===== src/rtl/bc_pkg.sv =====
// Shared constants for the binary-weight conv path: default pixel width, window geometry
// and window element indices, used by the window generator and the neuron stage.
// No logic and no latency; constants only.
package bc_pkg;

    localparam int DEF_DATA_W = 12;
    localparam int WIN_SIDE   = 3;
    localparam int WIN_N      = WIN_SIDE * WIN_SIDE;

    // Raster order inside the 3x3 window: top row first, left to right.
    localparam int WIN_TL = 0;
    localparam int WIN_TC = 1;
    localparam int WIN_TR = 2;
    localparam int WIN_ML = 3;
    localparam int WIN_MC = 4;
    localparam int WIN_MR = 5;
    localparam int WIN_BL = 6;
    localparam int WIN_BC = 7;
    localparam int WIN_BR = 8;

endpackage


===== src/rtl/line_buffer.sv =====
// One image line of delay: DEPTH-deep shift register advanced only when en is high.
// Latency: dout is the sample accepted DEPTH enables ago; combinational read of the tail.
// No backpressure; storage is deliberately not reset.
module line_buffer #(
    parameter int DATA_W = 12,
    parameter int DEPTH  = 28
) (
    input  logic              clk,
    input  logic              en,
    input  logic [DATA_W-1:0] din,
    output logic [DATA_W-1:0] dout
);

    logic [DATA_W-1:0] mem [DEPTH];

    always_ff @(posedge clk) begin
        if (en) begin
            mem[0] <= din;
            for (int i = 1; i < DEPTH; i++) begin
                mem[i] <= mem[i-1];
            end
        end
    end

    assign dout = mem[DEPTH-1];

endmodule


===== src/rtl/conv_window_gen.sv =====
// Streaming 3x3 window generator with binary-weight gating (macro WEIGHT_NEG_EN: 0-weights negate).
// Latency: window registered 1 cycle after the pixel that completes it; frame_done rides the last one.
// No backpressure: every pix_valid is consumed, at most one pixel per cycle.
module conv_window_gen #(
    parameter int DATA_W = bc_pkg::DEF_DATA_W,
    parameter int IMG_W  = 28,
    parameter int IMG_H  = 28
) (
    input  logic              clk,
    input  logic              rst,
    input  logic [DATA_W-1:0] pix_in,
    input  logic              pix_valid,
    input  logic [8:0]        weight_in,
    input  logic              weight_load,
    output logic [DATA_W-1:0] win_0,
    output logic [DATA_W-1:0] win_1,
    output logic [DATA_W-1:0] win_2,
    output logic [DATA_W-1:0] win_3,
    output logic [DATA_W-1:0] win_4,
    output logic [DATA_W-1:0] win_5,
    output logic [DATA_W-1:0] win_6,
    output logic [DATA_W-1:0] win_7,
    output logic [DATA_W-1:0] win_8,
    output logic              win_valid,
    output logic              frame_done
);

    import bc_pkg::*;

    localparam int CW = (IMG_W > 1) ? $clog2(IMG_W) : 1;
    localparam int RW = (IMG_H > 1) ? $clog2(IMG_H) : 1;

    logic [CW-1:0]     col;
    logic [RW-1:0]     row;
    logic [8:0]        weight_q;
    logic [DATA_W-1:0] lb1_out;
    logic [DATA_W-1:0] lb2_out;
    logic [DATA_W-1:0] win_sr  [WIN_SIDE][WIN_SIDE];
    logic [DATA_W-1:0] win_nxt [WIN_SIDE][WIN_SIDE];
    logic [DATA_W-1:0] gated   [WIN_N];
    logic [DATA_W-1:0] win_q   [WIN_N];
    logic              shift_en;
    logic              col_last;
    logic              row_last;
    logic              win_done;

    function automatic logic [DATA_W-1:0] gate(input logic [DATA_W-1:0] v, input logic w);
`ifdef WEIGHT_NEG_EN
        return w ? v : -v;
`else
        return w ? v : '0;
`endif
    endfunction

    assign shift_en = pix_valid && !rst;
    assign col_last = (col == CW'(IMG_W - 1));
    assign row_last = (row == RW'(IMG_H - 1));
    assign win_done = (row >= RW'(2)) && (col >= CW'(2));

    // lb1 delivers line row-1 and feeds lb2, which delivers line row-2.
    line_buffer #(.DATA_W(DATA_W), .DEPTH(IMG_W)) u_lb1 (
        .clk  (clk),
        .en   (shift_en),
        .din  (pix_in),
        .dout (lb1_out)
    );

    line_buffer #(.DATA_W(DATA_W), .DEPTH(IMG_W)) u_lb2 (
        .clk  (clk),
        .en   (shift_en),
        .din  (lb1_out),
        .dout (lb2_out)
    );

    // Window as it stands after this pixel's shift, so the output needs only one register stage.
    always_comb begin
        for (int i = 0; i < WIN_SIDE; i++) begin
            for (int j = 0; j < WIN_SIDE - 1; j++) begin
                win_nxt[i][j] = win_sr[i][j+1];
            end
        end
        win_nxt[0][WIN_SIDE-1] = lb2_out;
        win_nxt[1][WIN_SIDE-1] = lb1_out;
        win_nxt[2][WIN_SIDE-1] = pix_in;
        for (int k = 0; k < WIN_N; k++) begin
            gated[k] = gate(win_nxt[k / WIN_SIDE][k % WIN_SIDE], weight_q[k]);
        end
    end

    always_ff @(posedge clk) begin
        if (shift_en) begin
            win_sr <= win_nxt;
        end
    end

    always_ff @(posedge clk) begin
        if (rst) begin
            col        <= '0;
            row        <= '0;
            weight_q   <= 9'h1FF;
            win_valid  <= 1'b0;
            frame_done <= 1'b0;
            for (int k = 0; k < WIN_N; k++) begin
                win_q[k] <= '0;
            end
        end else begin
            win_valid  <= pix_valid && win_done;
            frame_done <= pix_valid && win_done && row_last && col_last;
            // gated[] above already used the old weight_q, so a coincident load affects the next pixel.
            if (weight_load) begin
                weight_q <= weight_in;
            end
            if (pix_valid) begin
                if (col_last) begin
                    col <= '0;
                    row <= row_last ? '0 : row + 1'b1;
                end else begin
                    col <= col + 1'b1;
                end
                if (win_done) begin
                    win_q <= gated;
                end
            end
        end
    end

    assign win_0 = win_q[WIN_TL];
    assign win_1 = win_q[WIN_TC];
    assign win_2 = win_q[WIN_TR];
    assign win_3 = win_q[WIN_ML];
    assign win_4 = win_q[WIN_MC];
    assign win_5 = win_q[WIN_MR];
    assign win_6 = win_q[WIN_BL];
    assign win_7 = win_q[WIN_BC];
    assign win_8 = win_q[WIN_BR];

endmodule

===== config.mk =====
export PLATFORM = sky130hd
export DESIGN_NAME = conv_window_gen
export DESIGN_NICKNAME = d
export VERILOG_FILES = /design/src/rtl/bc_pkg.sv /design/src/rtl/line_buffer.sv /design/src/rtl/conv_window_gen.sv
export SDC_FILE = /design/constraint.sdc
export NUM_CORES = 1
export LEC_CHECK = 0
export ABC_AREA = 1
export BUFFER_PORTS_ARGS = -buffer_cell sky130_fd_sc_hd__buf_2
export CAP_MARGIN = 0
export CORE_UTILIZATION = 50
export DETAILED_ROUTE_END_ITERATION = 16
export PLACE_DENSITY_LB_ADDON = 0.12
export SETUP_SLACK_MARGIN = 0.1
export SLEW_MARGIN = 0
export SYNTH_ARGS = -nofsm -noshare
export SYNTH_HDL_FRONTEND = slang
export SYNTH_HIERARCHICAL = 1
export SYNTH_SLANG_ARGS = --single-unit
export TNS_END_PERCENT = 10

===== constraint.sdc =====
create_clock -name clk -period 36.7 [get_ports clk]
set_input_delay 0 -clock clk [delete_from_list [all_inputs] [get_ports clk]]
set_output_delay 0 -clock clk [all_outputs]
set_load 0.005 [all_outputs]

== Yosys cells after proc, flatten, opt, wreduce, memory -nomap -nowiden ==
Memories as Yosys holds them, arrays and structs flattened.
Cells that the tools add are included.
Storage, ports and cells
  word-level logic and storage cells: 49
  input bits: 25
  memory bits (writable): 672
  register bits: 201
  memories: 2
Memory list
  u_lb1.mem: words 28, width 12, rd ports 28, clocked after memory_dff 0, wr ports 28, RTL line line_buffer.sv:14  | logic [DATA_W-1:0] mem [DEPTH];
  u_lb2.mem: words 28, width 12, rd ports 28, clocked after memory_dff 0, wr ports 28, RTL line line_buffer.sv:14
Operators by class
  reductions and logical operators: 8
  $lt $le $gt $ge: 2
  equal/unequal tests: 2
  mux-type cells: 13
  add/subtract/negate cells: 2
Operators with widths (number)
  2-to-1 mux 12 bit: 9
  adder 5 x 1 -> 5 bit (second input constant): 2
  == test 5 bit (second input constant): 2
  greater-or-equal comparator 5 x 2 -> 1 bit (second input constant): 2
  2-to-1 mux 5 bit: 2
  logical AND 1 bit: 5
  AND reduction 2 bit: 2
  2-to-1 mux 1 bit: 2
  logical NOT 1 bit: 1

== Logic depth before layout (Yosys ltp) ==
Gate-level depths: netlist of the first run.
  depth in word-level cells: 5
  depth in mapped cells: 11

== Modules after synthesis ==
Netlist of the first run, hierarchy kept.
Modules (own cells, without submodules)
  line_buffer: cells an instance 348, times used 2, area each 10179.8 um^2
  conv_window_gen: cells an instance 1126, times used 1, area each 8627.0 um^2

== Least setup slack after synthesis of the first run ==
OpenSTA, ideal clock, no wires.
  path type: input to register
  from: input pix_valid
  to: memory u_lb1.mem[0][0], enable pin
  setup slack: 3596 ps
  data required time: 34830 ps
  data arrival time: 31234 ps
  path buffers: 2
  stages on the path: 4
  path through: buf_2 -> clkbuf_1 -> inv_1 -> nor2_1
RTL lines
  start, declared: RTL line conv_window_gen.sv:12  | input logic pix_valid,
  end, declared: RTL line line_buffer.sv:14

==> impl_metrics.tcl, run 1 <==
set metrics [dict create \
    place_congestion 0.752 \
    combPwrFrac 0.021 \
    drt.antenna.violating_nets 0 \
    pre_cts_ws_ps 32180 \
    critPathMaxStageDelay_ps 990 \
    num_vias 13700 \
    tritoncts "built" \
    startpoint_type "primary input" \
    grt_max_degree 208 \
    clockPowerShare 0.418 \
    crit_top_cell "buf_4" \
    wl_per_cell_um 16.2 \
    yosysSeqAreaShare 0.860 \
    layout_setup_ws_ps 32370 \
    p_per_area_mw_per_mm2 60.0 \
    grt_usage 0.158 \
    pin_count 135 \
    clock_latency_ps 620 \
    ys_ff_latch 873 \
    final_cell_mix "edfxtp_1, nand2_1, inv_1, buf_2, dfxtp_1" \
    synthesis.nets 1851 \
    report.final.slew_viol_count 0 \
    path_cells "dlygate4sd3_1 -> buf_4 -> inv_1 -> nor2_4 -> buf_4 -> buf_4 -> buf_4" \
    swShare 0.199 \
    fin_tns_setup_ps 0 \
    drive_above_1_share 0.133 \
    first_iter_violations 1113 \
    cts_buffers 85 \
    r2r_slack_ps 33830 \
    routed_wl_um 45800 \
    crit_path_max_fanout 94 \
    clk_path_buf_depth 3 \
    clk_pin_slew_ps 60 \
    nets 2031 \
    grt_first_pass_wirelength_um 72900 \
    grt_pass1_vias 13300 \
    finClkSkew_ps 26.3 \
    fp.dieH_um 243 \
    cts_sinks 873 \
    synth_flop_cell "edfxtp_1" \
    via_per_inst 4.85 \
    synthArstFlopShare 0 \
    setup_viol 0 \
    drcViolationCount 0 \
    avgSynthCellArea_um2 15.9 \
    final.min_clock_period_ps 4330 \
    syn-instance-count 1822 \
    power_frac_seq 0.562 \
    area_delta_synth_final_pct 15.2 \
    min_path_type "in2reg" \
    criticalPathCategory "in2reg" \
    start_util 0.510 \
    rsz0062_at_grt "no" \
    firstDrtPassIters 6 \
    synth_edf_count 744 \
    postCtsSetupRepairBufs 0 \
    ir_drop_uv 39.9 \
    final_common_cell "edfxtp_1" \
    critPathArrivalTime_ps 4560 \
    htreeDepth 3 \
    cp-end-kind "register" \
    cp.required_ps 36930 \
    core-area_mm2 0.0568 \
    max_freq_mhz 231 \
    dieArea_mm2 0.0589 \
    antenna_found_initial 3 \
    dp_hpwl_um 24500 \
    slew_headroom 0.147 \
    yosys_warnings 6 \
    yosysUniqueCellTypes 21 \
    p_leak_nw 12.4 \
    finalHoldViolCount 0 \
    slowest_stage "buf_4" \
    finalPower_mw 2.00 \
    tightest_slew_ps 1280 \
    cts_root_buf "clkbuf_16" \
    netlist_area_mm2 0.0290 \
    rows 87 \
    status "complete, no violations" \
    cts_resized 0 \
    die_x_um 243 \
    timing.final.crit_share 0.118 \
    portBuffers 134 \
    maxCapViolCount 0 \
    p_int_mw 1.61 \
    p_sw_mw 0.398 \
    grt_overflow 0 \
]
-- cell families (layout without fill, tap and decap cells) --
| family | count (synthesis) | count (layout) | synth area share |
|---|---|---|---|
| AO/OA/AOI/OAI | 5 | 5 | 0.000863 |
| XOR/XNOR | 2 | 2 | 0.000604 |
| adder cells (fa/ha/maj) | 4 | 4 | 0.00173 |
| buffers and inverters | 322 | 575 | 0.0461 |
| flip-flops | 873 | 873 | 0.860 |
| other | 0 | 1 | 0 |
| AND/OR/NAND/NOR | 616 | 616 | 0.0909 |
-- critical path: cells and delay by family --
kind                   cells  cell delay [ps]
buffers and inverters      6             3570
and+or+nand+nor            1              850
-- state kept, by name, summed over array words and instances, names as in the netlist --
register,cells
col,5
frame_done,1
row,5
u_lb1/mem,336
u_lb2/mem,336
weight_q,9
win_0,12
win_1,12
win_2,12
win_3,12
win_4,12
win_5,12
win_6,12
win_7,12
win_8,12
win_nxt,72
win_valid,1
-- power by group through the flow --
stage / registers, mW / clock network (mW) / logic, mW
6_report: 1.13 / 0.837 / 0.0413
3_5_place_dp: 1.15 / 0 / 0.0383
3_3_place_gp: 1.15 / 0 / 0.0377
5_1_grt: 1.13 / 0.898 / 0.0461
2_1_floorplan: 1.18 / 0 / 0.0292
4_1_cts: 1.13 / 0.861 / 0.0418
-- synth_stat cells, types with 3 or more instances --
cell type | instances | share of area
buf_1 | 5 | 0.00065
edfxtp_1 | 744 | 0.77
clkbuf_1 | 45 | 0.0058
inv_1 | 227 | 0.029
nand4_1 | 112 | 0.024
buf_2 | 18 | 0.0031
dfxtp_1 | 129 | 0.089
ha_1 | 4 | 0.0017
nand3_1 | 15 | 0.0026
nand2_1 | 357 | 0.046
nor2_1 | 126 | 0.016
buf_4 | 24 | 0.0062
o21ai_0 | 3 | 0.00052
-- area by class of cell --
type | instances | area (µm²)
Antenna cell | 1 | 2.50
Clock buffer | 118 | 2380
Clock inverter | 42 | 340
Fill cell | 4397 | 23400
Inverter | 228 | 857
Multi-Input combinational cell | 627 | 2760
Sequential cell | 873 | 24900
Tap cell | 756 | 946
Timing Repair Buffer | 187 | 1190
-- worst paths after layout --
check / start / endpoint / cells after the start
max: pix_valid / u_lb1/mem[2][22]$_DFFE_PP_ / 7
min: pix_in[8] / win_nxt[20]$_DFFE_PP_ / 2
max reg2reg: row[0]$_SDFFE_PP0P_ / win_1[6]$_SDFFE_PP0P_ / 9
min reg2reg: u_lb2/mem[11][2]$_DFFE_PP_ / u_lb2/mem[11][14]$_DFFE_PP_ / 0
-- through the flow --
step                      hold slack (ps)  utilization  cells  cell area (µm²)
final                                 149        0.588   2832            33400
after global routing                  117        0.588   2831            33400
after CTS                            97.2        0.588   2831            33400
after detailed placement              221        0.533   2630            30300
after global placement                225        0.533   2630            30300
after floorplan                      72.4            -   1822            29000
-- routing by layer --
metal	GRT usage	wire length [µm]	part of all wire	vias to the layer above
met5	0	0	0	-
met1	0.224	21500	0.47	6790
met4	0.0518	983	0.021	0
met3	0.0380	2000	0.044	76
li1	-	-	-	6618
met2	0.241	21400	0.47	253
-- what timing repair did --
action,4_1_cts,5_1_grt
endpoints found under the hold margin,87,0
setup endpoints to repair,0,0
hold buffers,41,0
(Power assumes the default switching activity.)
==> run 2, diff against run 1 <==
- ABC_AREA: 1 -> 0
- clock period: 36.7 -> 4.5 ns (I/O delays scaled with it)
==> run 2 against run 1 <==
Synthesized cell count fell by 25%. Clock skew down 3.6 ps. Die area fell by 3.5%. Setup slack got worse by 30000 ps. Synthesized area decreased by 3.5%. Core utilization decreased by 0.31 points. Design area fell by 3.4%. Critical endpoint is now win_6[9]$_SDFFE_PP0P_. First-iteration DRC count is 7.9% lower. Non-clock buffer count is 7 lower. Clock power rose to 8.0 times the previous value. Critical path type is now reg2reg. Sequential power rose to 8.1 times the previous value. Sequential cell count unchanged.
==> impl_metrics.tcl, run 2 <==
set metrics [dict create \
    status "complete, no violations" \
    dp_hpwl_um 21600 \
    design_area_mm2 0.0323 \
    layoutNonFillerInstCount 2366 \
    critical_path.endpoint "win_6[9]$_SDFFE_PP0P_" \
    maxCapViolCount 0 \
    synthArstFlopShare 0 \
    synth_flop_cell "edfxtp_1" \
    syn-instance-count 1364 \
    cts_buffers 86 \
    final_common_cell "edfxtp_1" \
    clk_pin_slew_ps 60 \
    rows 86 \
    p_leak_nw 10.8 \
    fp.dieH_um 238 \
    wl_per_cell_um 17.8 \
    final.min_clock_period_ps 2560 \
    netlist_area_mm2 0.0280 \
    tightest_slew_ps 1250 \
    cts_root_buf "clkbuf_16" \
    slew_headroom 0.167 \
    p_per_area_mw_per_mm2 499 \
    place_congestion 0.767 \
    antenna_found_initial 2 \
    n_fill_cell 4089 \
    drcViolationCount 0 \
    cp-end-kind "register" \
    die_x_um 238 \
    routed_wl_um 42000 \
    synth_edf_count 744 \
    synth_area_leaders "edfxtp_1, dfxtp_1, o32ai_1, nand3_1, inv_1" \
    criticalPathCategory "reg2reg" \
    dieArea_mm2 0.0569 \
    drive_above_1_share 0.179 \
    synthesis.nets 1393 \
    rsz0062_at_grt "no" \
    first_iter_violations 1025 \
    critPathArrivalTime_ps 3070 \
    layout_setup_ws_ps 1940 \
    core-area_mm2 0.0552 \
    timing.final.crit_share 0.570 \
    start_util 0.507 \
    drt.antenna.violating_nets 0 \
    clock_latency_ps 620 \
    tritoncts "built" \
    rr_endpoint "win_6[9]$_SDFFE_PP0P_" \
    cp.required_ps 5010 \
    nets 1576 \
    startpoint "row[0]$_SDFFE_PP0P_" \
    hold_slack_ps 49.9 \
    grt_first_pass_wirelength_um 64700 \
    reg2reg_depth 6 \
    yosysUniqueCellTypes 38 \
    startpoint_type "register" \
    cts_sinks 873 \
    grt_usage 0.148 \
    via_per_inst 5.12 \
    ir_drop_uv 339 \
    n_antenna_cell 0 \
    finalPower_mw 16.1 \
    dpl.cell_count 2176 \
    final_cell_mix "edfxtp_1, buf_2, dfxtp_1, inv_1, nand3_1" \
    num_vias 12100 \
    pin_count 135 \
    portBuffers 134 \
    finClkSkew_ps 22.7 \
    yosys-top-cells-count "edfxtp_1, dfxtp_1, inv_1, nand3_1, o32ai_1" \
    yosys.cell_count.top_type "edfxtp_1" \
    grt_pass1_vias 11600 \
    yosysSeqAreaShare 0.891 \
    r2r_slack_ps 1940 \
    yosys.area.top_type "edfxtp_1" \
    avgSynthCellArea_um2 20.5 \
    cts_resized 0 \
    firstDrtPassIters 5 \
    report.final.slew_viol_count 0 \
    setup_viol 0 \
    postLayoutCoreUtil 0.585 \
    finalHoldViolCount 0 \
    synth_top_cell_area_share 0.799 \
    rr_startpoint "row[0]$_SDFFE_PP0P_" \
    grt_max_degree 164 \
    register_area_mm2 0.0249 \
    multiInputGateArea_mm2 0.00218 \
    crit_path_max_fanout 58 \
    max_freq_mhz 390 \
    fin_tns_setup_ps 0 \
    ys_ff_latch 873 \
    pre_cts_ws_ps 1900 \
    min_path_type "in2reg" \
    area_delta_synth_final_pct 15.4 \
    yosys_warnings 6 \
    post_dp_cell_area_mm2 0.0293 \
    clk_path_buf_depth 3 \
    htreeDepth 3 \
    grt_overflow 0 \
]
[run 2: cell count changes after synthesis, sizes merged, moves of 3 or more]
cell and change:
nand2 -344, nor2 -122, inv -115, nand4 -110, o32ai +108, nand3 +93
nor2b +10, mux2i +9, clkbuf -8, nor3 +3
[run 2: layout make-up]
| class | instances | area share |
|---|---|---|
| Tap cell | 748 | 0.0290 |
| Sequential cell | 873 | 0.772 |
| Clock buffer | 118 | 0.0739 |
| Inverter | 113 | 0.0131 |
| Clock inverter | 41 | 0.00814 |
| Timing Repair Buffer | 180 | 0.0360 |
| Multi-Input combinational cell | 293 | 0.0676 |
[run 2: worst min-delay path by stage]
stage | startpoint | endpoint | slack, ps | cells after the start
after floorplan | pix_in[0] | u_lb1/mem[0][0]$_DFFE_PP_ | 100 | 0
after global placement | weight_in[3] | weight_q[3]$_SDFFE_PP1P_ | 220 | 3
after detailed placement | weight_in[4] | weight_q[4]$_SDFFE_PP1P_ | 220 | 3
after CTS | rst | win_4[11]$_SDFFE_PP0P_ | 20 | 2
after global routing | rst | win_4[2]$_SDFFE_PP0P_ | 50 | 2
final | rst | win_4[2]$_SDFFE_PP0P_ | 50 | 2
[run 2: where the power goes]
part / total, mW / switching [mW] / leakage (nW) / internal (mW)
Sequential: 9.15 / 0.0822 / 8.02 / 9.06
Combinational: 0.296 / 0.227 / 1.44 / 0.0696
Clock: 6.66 / 2.83 / 1.31 / 3.83
[run 2: cell families after synthesis]
group / count (synthesis) / share of synthesized area
flops: 873 / 0.891
buf+inv: 198 / 0.0318
fa+ha+maj: 4 / 0.00179
compound gates: 122 / 0.0427
simple gates: 155 / 0.0283
mux: 9 / 0.00322
xor+xnor: 3 / 0.000940
[run 2: repair_timing]
action | CTS | global route
buffers inserted | 0 | 0
endpoints found under the hold margin | 83 | 0
setup endpoints to repair | 0 | 0
hold buffers | 31 | 0
[run 2: critical path: stages (launching register included)]
cell and delay, ps:
dfxtp_1 370, inv_1 70, ha_1 180, or4_1 490, o221a_4 530, buf_4 450
o32ai_1 340
[run 2: metal layers]
layer | wire length, µm | GRT usage | vias up | part of all wire
met5 | 11 | 0 | - | 0.00026
met4 | 1090 | 0.0559 | 2 | 0.026
met3 | 2640 | 0.0453 | 90 | 0.063
met2 | 18700 | 0.211 | 280 | 0.45
met1 | 19500 | 0.214 | 6118 | 0.46
li1 | - | - | 5626 | -
